### config.mk
export PLATFORM = sky130hd
export DESIGN_NAME = result_bus_arbiter
export DESIGN_NICKNAME = d
export VERILOG_FILES = /design/src/rtl/result_bus_arbiter.sv
export SDC_FILE = /design/constraint.sdc
export NUM_CORES = 1
export LEC_CHECK = 0
export CORE_MARGIN = 5
export CORE_UTILIZATION = 35
export DETAILED_ROUTE_END_ITERATION = 10
export GPL_TIMING_DRIVEN = 1
export MAX_ROUTING_LAYER = met4
export PLACE_DENSITY = 0.95
export SETUP_SLACK_MARGIN = 0.02
export SYNTH_ARGS = -nofsm -noshare
export SYNTH_HDL_FRONTEND = slang
export SYNTH_SLANG_ARGS = --single-unit
### constraint.sdc
create_clock -name clk -period 3.3 [get_ports clk]
set_input_delay 0.825 -clock clk [delete_from_list [all_inputs] [get_ports clk]]
set_output_delay 0.825 -clock clk [all_outputs]
set_load 0.005 [all_outputs]
### src/rtl/result_bus_arbiter.sv
// result_bus_arbiter: round-robin arbiter that shares a single registered
// result/update broadcast slot among UNITS execution units.
module result_bus_arbiter #(
  parameter int unsigned UNITS         = 4,
  parameter int unsigned OPERAND_WIDTH = 32,
  parameter int unsigned RS_ID_WIDTH   = 5
) (
  input  logic                                    clk,
  input  logic                                    rst,
  input  logic [UNITS-1:0]                        unit_valid,
  output logic [UNITS-1:0]                        unit_ready,
  input  logic [UNITS-1:0][RS_ID_WIDTH-1:0]       unit_rs_id,
  input  logic [UNITS-1:0][OPERAND_WIDTH-1:0]     unit_value,
  output logic                                    result_valid,
  input  logic                                    result_ready,
  output logic [RS_ID_WIDTH-1:0]                  result_rs_id,
  output logic [OPERAND_WIDTH-1:0]                result_value,
  output logic [$clog2(UNITS)-1:0]                grant_idx
);

  localparam int unsigned IDX_W = $clog2(UNITS);
  localparam int unsigned SUM_W = IDX_W + 1;

  logic [IDX_W-1:0] rr_ptr;
  logic [IDX_W-1:0] win;
  logic [IDX_W-1:0] next_ptr;
  logic [IDX_W-1:0] cand;
  logic [SUM_W-1:0] cand_sum;
  logic             found;
  logic             load_en;

  // The slot can take a new result when empty or being drained this cycle.
  assign load_en = ~result_valid | result_ready;

  // Pointer after a grant; wraps explicitly so non-power-of-2 UNITS stay in range.
  assign next_ptr = (win == IDX_W'(UNITS - 1)) ? '0 : win + IDX_W'(1);

  // Round-robin scan starting at rr_ptr, modulo UNITS; first valid unit wins.
  always_comb begin
    found    = 1'b0;
    win      = '0;
    cand_sum = '0;
    cand     = '0;
    for (int unsigned k = 0; k < UNITS; k++) begin
      cand_sum = {1'b0, rr_ptr} + SUM_W'(k);
      if (cand_sum >= SUM_W'(UNITS)) begin
        cand_sum = cand_sum - SUM_W'(UNITS);
      end
      cand = cand_sum[IDX_W-1:0];
      if (!found && unit_valid[cand]) begin
        found = 1'b1;
        win   = cand;
      end
    end
  end

  // Accept handshake back to the winning unit; silenced while in reset.
  always_comb begin
    unit_ready = '0;
    if (rst && load_en && found) begin
      unit_ready[win] = 1'b1;
    end
  end

  // Broadcast slot and round-robin pointer; pointer moves only on a transfer.
  always_ff @(posedge clk) begin
    if (!rst) begin
      result_valid <= 1'b0;
      result_rs_id <= '0;
      result_value <= '0;
      grant_idx    <= '0;
      rr_ptr       <= '0;
    end else if (load_en) begin
      if (found) begin
        result_valid <= 1'b1;
        result_rs_id <= unit_rs_id[win];
        result_value <= unit_value[win];
        grant_idx    <= win;
        rr_ptr       <= next_ptr;
      end else begin
        result_valid <= 1'b0;
      end
    end
  end

endmodule

==> impl_metrics.xml <==
<?xml version="1.0" encoding="UTF-8"?>
<metrics>
  <group name="run_status">
    <metric name="run_status" unit="">finished clean</metric>
  </group>
  <group name="logic_synthesis">
    <metric name="synth.top_cells.by_count" unit="">sky130_fd_sc_hd__mux2i_1 (76), sky130_fd_sc_hd__dfxtp_1 (42), sky130_fd_sc_hd__nand2_1 (39)</metric>
    <metric name="synthMostInstantiatedCell" unit="">sky130_fd_sc_hd__mux2i_1</metric>
    <metric name="synth-main-ff-cell" unit="">sky130_fd_sc_hd__dfxtp_1</metric>
    <metric name="synth_cells" unit="">246</metric>
    <metric name="synth_area_leader_cell" unit="">sky130_fd_sc_hd__dfxtp_1</metric>
    <metric name="syn-num-nets" unit="">402</metric>
    <metric name="synth_edf_count" unit="">0</metric>
    <metric name="syn_area_per_cell" unit="sq um">9.76</metric>
    <metric name="synth_top_cell_area_share" unit="">0.350</metric>
    <metric name="async_reset_ff_frac" unit="">0</metric>
    <metric name="post_synth_num_cell_types" unit="">25</metric>
    <metric name="register_area_share_after_synthesis" unit="">0.350</metric>
    <metric name="postSynthRegisterBits" unit="">42</metric>
    <metric name="ys_warn_count" unit="">0</metric>
    <metric name="netlist_area" unit="sq um">2400</metric>
    <metric name="cells_taking_the_most_area_after_synthesis" unit="">sky130_fd_sc_hd__dfxtp_1 (35%), sky130_fd_sc_hd__mux2i_1 (32%), sky130_fd_sc_hd__o221ai_1 (14%)</metric>
  </group>
  <group name="clock_tree">
    <metric name="cts.sinks" unit="">42</metric>
    <metric name="clkTransAtPathRegs" unit="ps">70</metric>
    <metric name="clk_root_buffer_cell" unit="">sky130_fd_sc_hd__clkbuf_8</metric>
    <metric name="tritoncts" unit="">done</metric>
    <metric name="clk_path_buf_depth" unit="">2</metric>
    <metric name="insertion_delay" unit="ps">280</metric>
    <metric name="cts_max_level" unit="">2</metric>
    <metric name="hold_fix_buffers_cts" unit="">0</metric>
    <metric name="cts_inserted_buffers" unit="">5</metric>
  </group>
  <group name="power">
    <metric name="irDropWorstVdd" unit="uV">194</metric>
    <metric name="power_density" unit="nW/um^2">372</metric>
    <metric name="total_leakage_power" unit="uW">0.00182</metric>
  </group>
  <group name="sta">
    <metric name="slew-limit-headroom" unit="">0.711</metric>
    <metric name="min_period_over_period" unit="">0.982</metric>
    <metric name="timing.final.crit_period" unit="ps">3240</metric>
    <metric name="slew_violations" unit="">0</metric>
    <metric name="report.final.setup_viol" unit="">0</metric>
    <metric name="timing_worst_slew_pin_value" unit="ps">433</metric>
    <metric name="maxClockFrequency" unit="GHz">0.309</metric>
    <metric name="worst_skew" unit="ps">5.35</metric>
    <metric name="timing.final.hold_violations" unit="">0</metric>
  </group>
  <group name="route">
    <metric name="routed_wirelength" unit="microns">9590</metric>
    <metric name="drt.antenna.violating_nets" unit="">0</metric>
    <metric name="routedWlPerCell" unit="microns">18.2</metric>
    <metric name="avgViaCountPerCell" unit="">5.31</metric>
    <metric name="detailedRoute.firstPassIterationCount" unit="">4</metric>
    <metric name="drc_violation_count_after_routing" unit="">0</metric>
    <metric name="route.vias.total" unit="">2795</metric>
    <metric name="initialDrtViolationCount" unit="">61</metric>
  </group>
  <group name="floorplan">
    <metric name="i_o_pin_count" unit="">199</metric>
    <metric name="chipWidth" unit="microns">92.8</metric>
    <metric name="die_area" unit="sq um">8610</metric>
    <metric name="chipHeight" unit="microns">92.8</metric>
    <metric name="row_count" unit="">30</metric>
    <metric name="core_area" unit="sq um">6720</metric>
    <metric name="initial_utilization" unit="">0.357</metric>
  </group>
  <group name="layout">
    <metric name="area_growth_syn_to_layout" unit="%">89.8</metric>
    <metric name="num_antenna_cells" unit="">0</metric>
    <metric name="final_core_utilization" unit="">0.678</metric>
    <metric name="drive_gt1_frac" unit="">0.0605</metric>
    <metric name="layout.filler_cells" unit="">541</metric>
    <metric name="multi_input_comb_area" unit="sq um">1420</metric>
    <metric name="finalNetCount" unit="">602</metric>
    <metric name="ff_latch_area" unit="sq um">841</metric>
    <metric name="fin_area" unit="sq um">4550</metric>
  </group>
  <group name="min_path">
    <metric name="holdPathStages" unit="">2</metric>
    <metric name="worst_hold_path_type" unit="">register to register</metric>
  </group>
  <group name="grt">
    <metric name="grt.total_usage" unit="">0.217</metric>
    <metric name="grt_pass1_vias" unit="">2965</metric>
    <metric name="grt_first_pass_wirelength" unit="microns">14400</metric>
    <metric name="antenna_found_initial" unit="">0</metric>
    <metric name="grt_max_degree" unit="">38</metric>
    <metric name="globalRoute.totalOverflow" unit="">0</metric>
  </group>
  <group name="worst_setup_path">
    <metric name="critical_path.max_fanout" unit="">4</metric>
    <metric name="cp_data_arrival_time" unit="ps">2420</metric>
    <metric name="setup.worst_path.start_class" unit="">primary input</metric>
    <metric name="worstPathCellList" unit="">dlygate4sd2_1 &gt; inv_1 &gt; o22ai_1 &gt; a211oi_2 &gt; nand3_2 &gt; nor2_1 &gt; clkdlybuf4s50_1</metric>
    <metric name="cp_data_required_time" unit="ps">2470</metric>
    <metric name="worst-r2r-cell-count" unit="">7</metric>
    <metric name="setup.worst_path.end_class" unit="">output pin</metric>
    <metric name="worst-setup-path-type" unit="">primary input to output pin</metric>
    <metric name="worst-path-stages" unit="">7</metric>
    <metric name="path_buf_inv" unit="">3</metric>
    <metric name="timing.critical_path.max_delay_family" unit="">buffers and inverters</metric>
    <metric name="timing.critical_path.slowest_cell_delay" unit="ps">520</metric>
    <metric name="timing.critical_path.slowest_stage_cell" unit="">sky130_fd_sc_hd__clkdlybuf4s50_1</metric>
  </group>
  <group name="flow_run">
    <metric name="cap_violations" unit="">0</metric>
  </group>
  <group name="placed_design">
    <metric name="detailedPlacementHpwl" unit="microns">7690</metric>
    <metric name="gp_routability_congestion" unit="">0.827</metric>
    <metric name="placed_area" unit="sq um">4450</metric>
    <metric name="numPortBuffers" unit="">198</metric>
  </group>
</metrics>
cell usage in the layout (no fill, tap or decap), drive strengths merged:
master,instances
o22a,1
o21ai,1
nand3,2
a211oi,1
dlymetal6s2s,1
nor2,4
clkbuf,7
and3,1
nor4,1
buf,16
o221ai,37
dfxtp,42
a21o,1
dlygate4sd2,5
mux2i,76
o22ai,1
nand2b,2
clkdlybuf4s50,192
a21boi,1
nand2,39
inv,5
ha,1
nor2b,4
a21oi,4
o211a,1
stage by stage:
stage	std cells	hold slack [ps]	TNS, ps	power [uW]	setup WS (ps)
5_1_grt	526	492	-8.07	1790	-8.07
3_5_place_dp	516	454	-910	1390	-313
2_1_floorplan	246	457	0	971	522
4_1_cts	525	473	0	1710	5.22
6_report	526	465	0	1700	59.7
3_3_place_gp	516	443	-701	1360	-221
routing by layer:
layer / part of all wire / global-route usage
met2: 0.53 / 0.404
met4: 0.025 / 0.0794
met5: 0 / -
met1: 0.37 / 0.220
met3: 0.077 / 0.0496
final cells by class:
cell class                      count  area share
Tap cell                           80      0.0220
Timing Repair Buffer              214       0.461
Inverter                            5     0.00412
Clock buffer                        7      0.0168
Sequential cell                    42       0.185
Multi-Input combinational cell    178       0.312
sequential cells by signal (all words and copies together), names as in the netlist:
register and count:
result_value 32, result_valid 1, result_rs_id 5, grant_idx 2, rr_ptr 2
power breakdown:
group / internal (uW) / switching [uW]
logic: 467 / 276
registers: 590 / 47.8
clock network: 146 / 169
total: 1200 / 493
final timing paths:
check | start | endpoint | slack, ps
worst min register to register | result_value[22] | result_value[22] | 470
worst min-delay path | result_value[22] | result_value[22] | 470
worst max-delay path | unit_valid[2] | unit_ready[3] | 60
worst max register to register | rr_ptr[0] | result_value[9] | 1270
kinds of logic after synthesis:
kind of cell,synth area share
adders and majority gates,0.00521
AOI/OAI and AO/OA,0.169
and+or+nand+nor,0.0923
buffers and inverters,0.0662
DFF,0.350
muxes,0.317
worst register-to-register path, stage by stage, from the launching register on:
cell and delay [ps]:
sky130_fd_sc_hd__dfxtp_1 410, sky130_fd_sc_hd__nand2b_1 160, sky130_fd_sc_hd__nor2b_1 170, sky130_fd_sc_hd__o22a_4 180
sky130_fd_sc_hd__buf_4 160, sky130_fd_sc_hd__buf_4 380, sky130_fd_sc_hd__mux2i_1 300, sky130_fd_sc_hd__o221ai_1 140
timing repair:
item,CTS,global route
endpoints found under the setup margin,4,2
resized for setup,6,2
buffers inserted,2,1
pin swaps,1,1
Note: power is estimated with default switching activity, not from simulation.
